File: config.mk
export PLATFORM = sky130hd
export DESIGN_NAME = imem_arbiter
export DESIGN_NICKNAME = d
export VERILOG_FILES = /design/src/rtl/imem_arbiter.sv
export SDC_FILE = /design/constraint.sdc
export NUM_CORES = 1
export LEC_CHECK = 0
export ABC_AREA = 1
export CORE_ASPECT_RATIO = 1.25
export CORE_MARGIN = 4
export CORE_UTILIZATION = 34
export CTS_BUF_LIST = sky130_fd_sc_hd__clkbuf_2 sky130_fd_sc_hd__clkbuf_4 sky130_fd_sc_hd__clkbuf_8
export DETAILED_ROUTE_END_ITERATION = 10
export DONT_BUFFER_PORTS = 1
export GPL_TIMING_DRIVEN = 1
export PLACE_DENSITY = 0.55
export SKIP_LAST_GASP = 1
export SLEW_MARGIN = 15
export SYNTH_ARGS = -nofsm -noshare
export SYNTH_HDL_FRONTEND = slang
export SYNTH_SLANG_ARGS = --single-unit
File: constraint.sdc
create_clock -name clk -period 2.23 [get_ports clk]
set_input_delay 0.446 -clock clk [delete_from_list [all_inputs] [get_ports clk]]
set_output_delay 0.446 -clock clk [all_outputs]
set_load 0.02 [all_outputs]
File: src/rtl/imem_arbiter.sv
// Two-port arbiter for the instruction memory read port: fetch (F) has fixed
// priority, debug (D) is protected by a starvation guard, fetch supports flush.
module imem_arbiter #(
  parameter int unsigned ADDR_W       = 32,
  parameter int unsigned DEPTH        = 1024,
  parameter int unsigned STARVE_LIMIT = 8
) (
  input  logic              clk,
  input  logic              rst_n,
  input  logic              f_req,
  input  logic [ADDR_W-1:0] f_addr,
  output logic              f_ready,
  input  logic              f_flush,
  output logic              f_rsp_valid,
  output logic [31:0]       f_rsp_data,
  output logic              f_rsp_err,
  input  logic              d_req,
  input  logic [ADDR_W-1:0] d_addr,
  output logic              d_ready,
  output logic              d_rsp_valid,
  output logic [31:0]       d_rsp_data,
  output logic              d_rsp_err,
  output logic [ADDR_W-1:0] mem_addr,
  output logic              mem_rd_en,
  input  logic [31:0]       mem_instr
);

  localparam int unsigned CNT_W  = 8;
  localparam int unsigned DATA_W = 32;
  localparam logic        PORT_F = 1'b0;
  localparam logic        PORT_D = 1'b1;

  logic [CNT_W-1:0]  r_starve_cnt;
  logic              r_s1_valid;
  logic              r_s1_port;
  logic [ADDR_W-1:0] r_s1_addr;
  logic              r_s1_err;
  logic              r_s2_f_valid;
  logic              r_s2_d_valid;
  logic [DATA_W-1:0] r_rsp_data;
  logic              r_rsp_err;

  logic              w_starve;
  logic              w_accept;
  logic [ADDR_W-1:0] w_sel_addr;

  // Grant: fetch first unless debug has lost STARVE_LIMIT times in a row.
  assign w_starve   = (r_starve_cnt == CNT_W'(STARVE_LIMIT));
  assign f_ready    = rst_n & f_req & ~f_flush & ~(d_req & w_starve);
  assign d_ready    = rst_n & d_req & ~f_ready;
  assign w_accept   = f_ready | d_ready;
  assign w_sel_addr = f_ready ? f_addr : d_addr;

  always_ff @(posedge clk or negedge rst_n) begin
    if (!rst_n) begin
      r_starve_cnt <= '0;
    end else if (!d_req || d_ready) begin
      r_starve_cnt <= '0;
    end else if (!w_starve) begin
      r_starve_cnt <= r_starve_cnt + CNT_W'(1);
    end
  end

  // Issue stage; address and error hold when idle so mem_addr stays put.
  always_ff @(posedge clk or negedge rst_n) begin
    if (!rst_n) begin
      r_s1_valid <= 1'b0;
      r_s1_port  <= PORT_F;
      r_s1_addr  <= '0;
      r_s1_err   <= 1'b0;
    end else begin
      r_s1_valid <= w_accept;
      if (w_accept) begin
        r_s1_port <= f_ready ? PORT_F : PORT_D;
        r_s1_addr <= w_sel_addr;
        r_s1_err  <= (w_sel_addr >= ADDR_W'(DEPTH));
      end
    end
  end

  assign mem_addr  = r_s1_addr;
  assign mem_rd_en = r_s1_valid & ~r_s1_err;

  // Response stage; a flush drops any fetch still in the issue stage.
  always_ff @(posedge clk or negedge rst_n) begin
    if (!rst_n) begin
      r_s2_f_valid <= 1'b0;
      r_s2_d_valid <= 1'b0;
      r_rsp_data   <= '0;
      r_rsp_err    <= 1'b0;
    end else begin
      r_s2_f_valid <= r_s1_valid & (r_s1_port == PORT_F) & ~f_flush;
      r_s2_d_valid <= r_s1_valid & (r_s1_port == PORT_D);
      if (r_s1_valid) begin
        r_rsp_data <= r_s1_err ? '0 : mem_instr;
        r_rsp_err  <= r_s1_err;
      end
    end
  end

  assign f_rsp_valid = r_s2_f_valid & ~f_flush;
  assign f_rsp_data  = r_rsp_data;
  assign f_rsp_err   = r_rsp_err;
  assign d_rsp_valid = r_s2_d_valid;
  assign d_rsp_data  = r_rsp_data;
  assign d_rsp_err   = r_rsp_err;

endmodule

==> metrics.cfg, run 1 <==
[timing]
rsz0062_at_grt = no
drv_slew = 0
setup-violations-final = 0
fin_hold_ws_ns = -0.201
clock_skew_ns = 0.0118
fin_crit_ns = 2.10
maxSlewHeadroom = 0.697
fmax_ghz = 0.475
tightest_slew_ns = 0.453
fin_crit_sh = 0.943
final-hold-violation-count = 78
finalSetupTns_ns = 0

[yosys]
async_flop_share = 1.00
ys_warn_count = 0
yosysSeqAreaShare = 0.522
synth_edf_count = 0
synth_xor_area_frac = 0.00468
synth_top_family_by_area = simple AND/OR/NAND/NOR gates
synth_nets = 505
muxShareOfSynthArea = 0
syn_area_sq_um = 3740
yosys.area_share.simple = 0.203
ys_ff_latch = 78
yosys.area_share.adder = 0.00669
synthCells = 402
ys_types = 31
synth_flop_cell = dfrtp_1
syn_area_per_cell_sq_um = 9.30
synth_compound_area_frac = 0.143

[global_routing]
grt_pass1_vias = 2886
grt.total_usage = 0.147
overflow = 0
antenna_found_initial = 0
grt_pass1_wl_mm = 14.5
grt_max_degree = 82

[setup_path]
path_delay_family = simple AND/OR/NAND/NOR gates
cp-end-kind = output pin
cp-start-kind = flop
arrival_ns = 1.66
critPathKind = reg2out
slowest_delay_ns = 0.40
critPathBufInv = 3
cp_data_required_time_ns = 1.78
critPathSlowestCell = dfrtp_1
cp_cell_sequence = inv_2 > ha_1 > nand3_1 > nor2_2 > nand2_4 > nand2_8 > inv_8 > nor2_4 > buf_6
path_max_fanout = 15

[drt]
ant_nets = 0
wl_met1_mm = 3.49
vias = 2669
drtPass1Iterations = 4
wl_mm = 9.30
drcViolationCount = 0
dr.first_iter.drc_count = 97
dr.max_layer_used = met4
viasPerCell = 5.23
wl_met2_mm = 4.55
wl_met3_mm = 1.09
wl_per_cell_um = 18.2

[status]
status = finished, violations left
violations = hold timing

[clock_network]
clock_path_buffers = 2
cts_buffers = 9
htree_levels = 3
clockRootBuffer = clkbuf_8
insertion_delay_ns = 0.35
clkTransAtPathRegs_ns = 0.07
cts_num_sinks = 78
tritoncts = yes

[flow_run]
maxCapViolCount = 0

[min_path]
hp-class = in2async

[placed_design]
hpwl_mm = 6.93
gp_congestion = 0.768
placed_area_sq_um = 3610
portBuffers = 0
placed_cells = 491

[floorplanning]
initial_core_util = 0.351
coreArea_sq_um = 10700
io_pins = 204
rows = 42
dieWidth_um = 102
die_y_um = 125
fp.dieArea_sq_um = 12800

[finish]
drive_gt1_frac = 0.138
fin_area_sq_um = 3850
nNetsFinal = 478
diodes = 0
instances_no_fill = 510
area_growth_pct = 3.04
fin_util = 0.361

[power]
power_leakage_nw = 1.78
ir_worst_vdd_mv = 0.276
power_density_nw_per_um2 = 763

state kept, by name, indices dropped and copies added (netlist names):
signal,flops
d_rsp_data,32
d_rsp_err,1
d_rsp_valid,1
mem_addr,32
r_s1_err,1
r_s1_port,1
r_s1_valid,1
r_s2_f_valid,1
r_starve_cnt,8
stage by stage:
step | hold WS, ns | power (mW) | setup slack, ns
floorplan | 0.150 | 1.91 | 0.211
detailed placement | 0.152 | 1.99 | 0.196
global placement | 0.152 | 1.98 | 0.238
CTS | -0.242 | 3.01 | 0.00664
global route | -0.252 | 3.11 | 0.00742
finish | -0.201 | 2.94 | 0.127
logic make-up (layout without fill, tap and decap cells):
group,count (synthesis),in the layout
AND/OR/NAND/NOR,174,174
flip-flops,78,78
AO/OA/AOI/OAI,73,73
buffers and inverters,73,49
adder cells (fa/ha/maj),2,2
XOR/XNOR,2,2
path summary, 6_finish.rpt:
path                                             startpoint                         end  slack [ns]  cells past startpoint
worst max-delay path            r_starve_cnt[0]$_DFFE_PN0P_                     d_ready        0.13                      9
worst min-delay path                                  rst_n  d_rsp_data[21]$_DFFE_PN0P_       -0.20                      0
worst max register to register  r_starve_cnt[0]$_DFFE_PN0P_        r_s1_err$_DFFE_PN0P_        0.33                     14
worst min register to register        r_s1_port$_DFFE_PN0P_      r_s2_f_valid$_DFF_PN0_        0.51                      1
max in group asynchronous                             rst_n      r_s2_f_valid$_DFF_PN0_        2.25                      0
min in group clk                                    f_flush      r_s2_f_valid$_DFF_PN0_        0.17                      1
power breakdown:
| part | leakage (nW) | internal (mW) | switching (mW) |
|---|---|---|---|
| combinational | 0.704 | 0.101 | 0.152 |
| clock | 0.0907 | 0.498 | 0.482 |
| sequential | 0.984 | 1.51 | 0.198 |
layout by cell type, fill, tap and decap left out:
cell,n
bufinv_16,1
nor2_4,2
a31oi_1,28
nand2_4,1
nor2_2,3
xnor2_1,1
nand3_1,20
clkbuf_8,9
nand2_1,77
o21ai_4,1
buf_4,14
ha_1,2
nand3_2,4
nand3b_1,2
a21boi_0,1
nand2_2,3
inv_1,15
buf_6,1
o21ai_2,2
clkinv_2,3
or2_2,2
a22o_1,32
nand2_8,1
nor2_1,54
xor2_1,1
nor3_1,4
clkinv_1,1
a21oi_1,2
inv_8,1
o21ai_0,5
nand4_1,1
clkinvlp_4,1
dfrtp_1,78
inv_2,3
o21ai_1,2
layer usage:
metal,vias to the layer above,global-route usage
met4,0,0.0595
met2,157,0.254
li1,1261,-
met1,1236,0.157
met5,-,0
met3,15,0.0591
cell usage after synthesis (3+ instances only):
cell type / instances / area [sq um]
clkbuf_1: 7 / 26.3
a22o_1: 32 / 280
inv_1: 16 / 60.1
nand3_1: 20 / 100
buf_4: 35 / 263
dfrtp_1: 78 / 1950
nand2_1: 77 / 289
nor2_1: 56 / 210
o21ai_2: 3 / 26.3
a31oi_1: 28 / 175
nor3_1: 4 / 20.0
nand2_2: 3 / 18.8
buf_2: 7 / 35.0
inv_2: 3 / 11.3
buf_6: 3 / 33.8
o21ai_0: 5 / 25.0
nand3_2: 4 / 40.0
final cells by class:
type | count | area, sq um
Inverter | 20 | 82.6
Fill cell | 1081 | 6810
Multi-Input combinational cell | 251 | 1360
Clock buffer | 9 | 124
Tap cell | 132 | 165
Clock inverter | 5 | 52.6
Sequential cell | 78 | 1950
Timing Repair Buffer | 15 | 116
timing repair:
| item | 4_1_cts | 5_1_grt |
|---|---|---|
| hold endpoints to repair | 78 | 78 |
| resized for setup | 3 | 5 |
| endpoints found under the setup margin | 1 | 1 |
| pin swaps | 1 | 2 |
| buffers inserted | 1 | 4 |
Note: power is estimated with default switching activity, not from simulation.
==> run 2, diff against run 1 <==
- CAP_MARGIN: default -> 20
==> results of run 2 <==
No change in the layout: final DEF, timing and power equal those of run 1.
==> run 3, diff against run 2 <==
- CORE_MARGIN: 4 -> 1.5
- GPL_ROUTABILITY_DRIVEN: default -> 0
==> run 3 against run 2 <==
  * Combinational power about the same
  * Power increased by 8.7%
  * Highest routed layer unchanged
  * Die area decreased by 8.7%
  * Routed wire length decreased by 6.7%
  * Setup slack got worse by 0.017 ns
  * The flow still finishes with violations (hold timing)
  * Fmax decreased by 0.81%
  * Register-to-register slack got worse by 0.11 ns
  * Clock skew increased by 0.00066 ns
==> metrics.cfg, run 3 (same netlist as run 1, synthesis figures left out) <==
[clock_network]
clock_path_buffers = 2  ; unchanged
clkTransAtPathRegs_ns = 0.08  ; about the same
insertion_delay_ns = 0.35  ; about the same
cts_buffers = 9  ; unchanged
cts_num_sinks = 78  ; unchanged
clockRootBuffer = clkbuf_8
tritoncts = yes
htree_levels = 3  ; unchanged

[global_routing]
overflow = 0  ; unchanged
grt_max_degree = 82  ; unchanged
antenna_found_initial = 0  ; unchanged
grt_pass1_vias = 2734  ; -5.3%
grt.total_usage = 0.150  ; +0.00289
grt_pass1_wl_mm = 13.7  ; -5.1%

[placed_design]
hpwl_mm = 6.05  ; -13%
portBuffers = 0  ; unchanged

[floorplanning]
initial_core_util = 0.351  ; unchanged
dieWidth_um = 96.8  ; -4.9%
rows = 42  ; unchanged
io_pins = 204  ; unchanged
fp.dieArea_sq_um = 11600  ; -8.7%
coreArea_sq_um = 10700  ; unchanged
die_y_um = 120  ; -4.0%

[timing]
fin_crit_ns = 2.12  ; +0.0172 ns
rsz0062_at_grt = no
maxSlewHeadroom = 0.694  ; -0.00357
fin_hold_ws_ns = -0.211  ; -0.0105 ns
setup-violations-final = 0  ; unchanged
fin_crit_sh = 0.951  ; +0.00771
final-hold-violation-count = 78  ; unchanged
tightest_slew_ns = 0.458  ; +0.00530 ns
clock_skew_ns = 0.0125  ; +0.000656 ns
fmax_ghz = 0.472  ; -0.81%
finalSetupTns_ns = 0  ; unchanged
drv_slew = 0  ; unchanged

[setup_path]
reg2regPathDepth = 15  ; +1
cp_data_required_time_ns = 1.78  ; about the same
r2r-end = r_s1_err$_DFFE_PN0P_
path_max_fanout = 15  ; unchanged
r2r_start = r_starve_cnt[0]$_DFFE_PN0P_
cp-start-kind = flop
critPathKind = reg2out
cp-end-kind = output pin
arrival_ns = 1.67  ; about the same
rrSetupSlack_ns = 0.22  ; -0.11 ns
critPathLaunch = r_starve_cnt[0]$_DFFE_PN0P_

[drt]
viasPerCell = 5.25  ; +0.25%
drtPass1Iterations = 4  ; unchanged
wl_per_cell_um = 17.1  ; -6.2%
wl_mm = 8.67  ; -6.7%
ant_nets = 0  ; unchanged
vias = 2660  ; -0.34%
dr.first_iter.drc_count = 50  ; -48%
drcViolationCount = 0  ; unchanged

[status]
status = finished, violations left
violations = hold timing

[finish]
mostFrequentLayoutCells = dfrtp_1 (78), nand2_1 (77), nor2_1 (54)
layout_commonest_cell = dfrtp_1
area_growth_pct = 3.81
drive_gt1_frac = 0.133  ; -0.00423
nFillCells = 1085  ; +0.37%
nNetsFinal = 475  ; -0.63%
diodes = 0  ; unchanged
regArea_sq_um = 1950  ; unchanged
multi_input_area_sq_um = 1360  ; -0.37%

[power]
power_density_nw_per_um2 = 824  ; +7.9%
ir_worst_vdd_mv = 0.297  ; +7.6%
power_leakage_nw = 1.79  ; +0.58%

[min_path]
hp-class = in2async

[flow_run]
maxCapViolCount = 0  ; unchanged

run 3: worst max-delay path by stage:
| stage | end | cells after the start |
|---|---|---|
| floorplan | d_ready | 9 |
| global placement | d_ready | 9 |
| detailed placement | d_ready | 9 |
| CTS | d_ready | 9 |
| global route | d_ready | 9 |
| finish | d_ready | 9 |
run 3: routing by layer:
metal | vias up | part of all wire | track usage
met2 | 158 | 0.48 | 0.241
met4 | 0 | 0.033 | 0.0779
met3 | 21 | 0.087 | 0.0486
li1 | 1250 | - | -
met1 | 1231 | 0.40 | 0.180
met5 | - | 0 | 0
run 3: worst max-delay path: stages (launching register included):
cell     delay, ns
dfrtp_1       0.40
inv_2         0.07
ha_1          0.14
nand3_1       0.08
nor2_2        0.16
nand2_4       0.09
nand2_8       0.09
inv_8         0.07
nor2_2        0.08
buf_4         0.14
run 3: report_power, final:
| group | total, mW | internal, mW | switching [mW] |
|---|---|---|---|
| logic | 0.255 | 0.102 | 0.152 |
| clock network | 1.24 | 0.728 | 0.507 |
| registers | 1.71 | 1.51 | 0.197 |
run 3: per-stage QoR:
step	cells	worst slack (ns)	power, mW	util	cell area, sq um
after floorplan	402	0.211	1.91	-	3740
after global placement	488	0.313	1.98	0.338	3600
after detailed placement	488	0.274	1.99	0.338	3600
after CTS	502	0.00127	3.24	0.359	3830
after global routing	507	0.00323	3.35	0.364	3880
final	507	0.109	3.20	0.364	3880
run 3: area by class of cell:
| cell class | count | area share |
|---|---|---|
| multi-input cells | 251 | 0.349 |
| inverters | 20 | 0.0213 |
| clock inverters | 5 | 0.0258 |
| well taps | 132 | 0.0425 |
| repair buffers | 12 | 0.0264 |
| flip-flops and latches | 78 | 0.503 |
| clock buffers | 9 | 0.0319 |
run 3: repair_timing:
| action | 4_1_cts | 5_1_grt |
|---|---|---|
| resized for setup | 2 | 5 |
| endpoints found under the hold margin | 78 | 78 |
| setup endpoints to repair | 1 | 1 |
| pin swaps | 1 | 2 |
| buffers inserted | 0 | 5 |
| gates cloned | 0 | 0 |
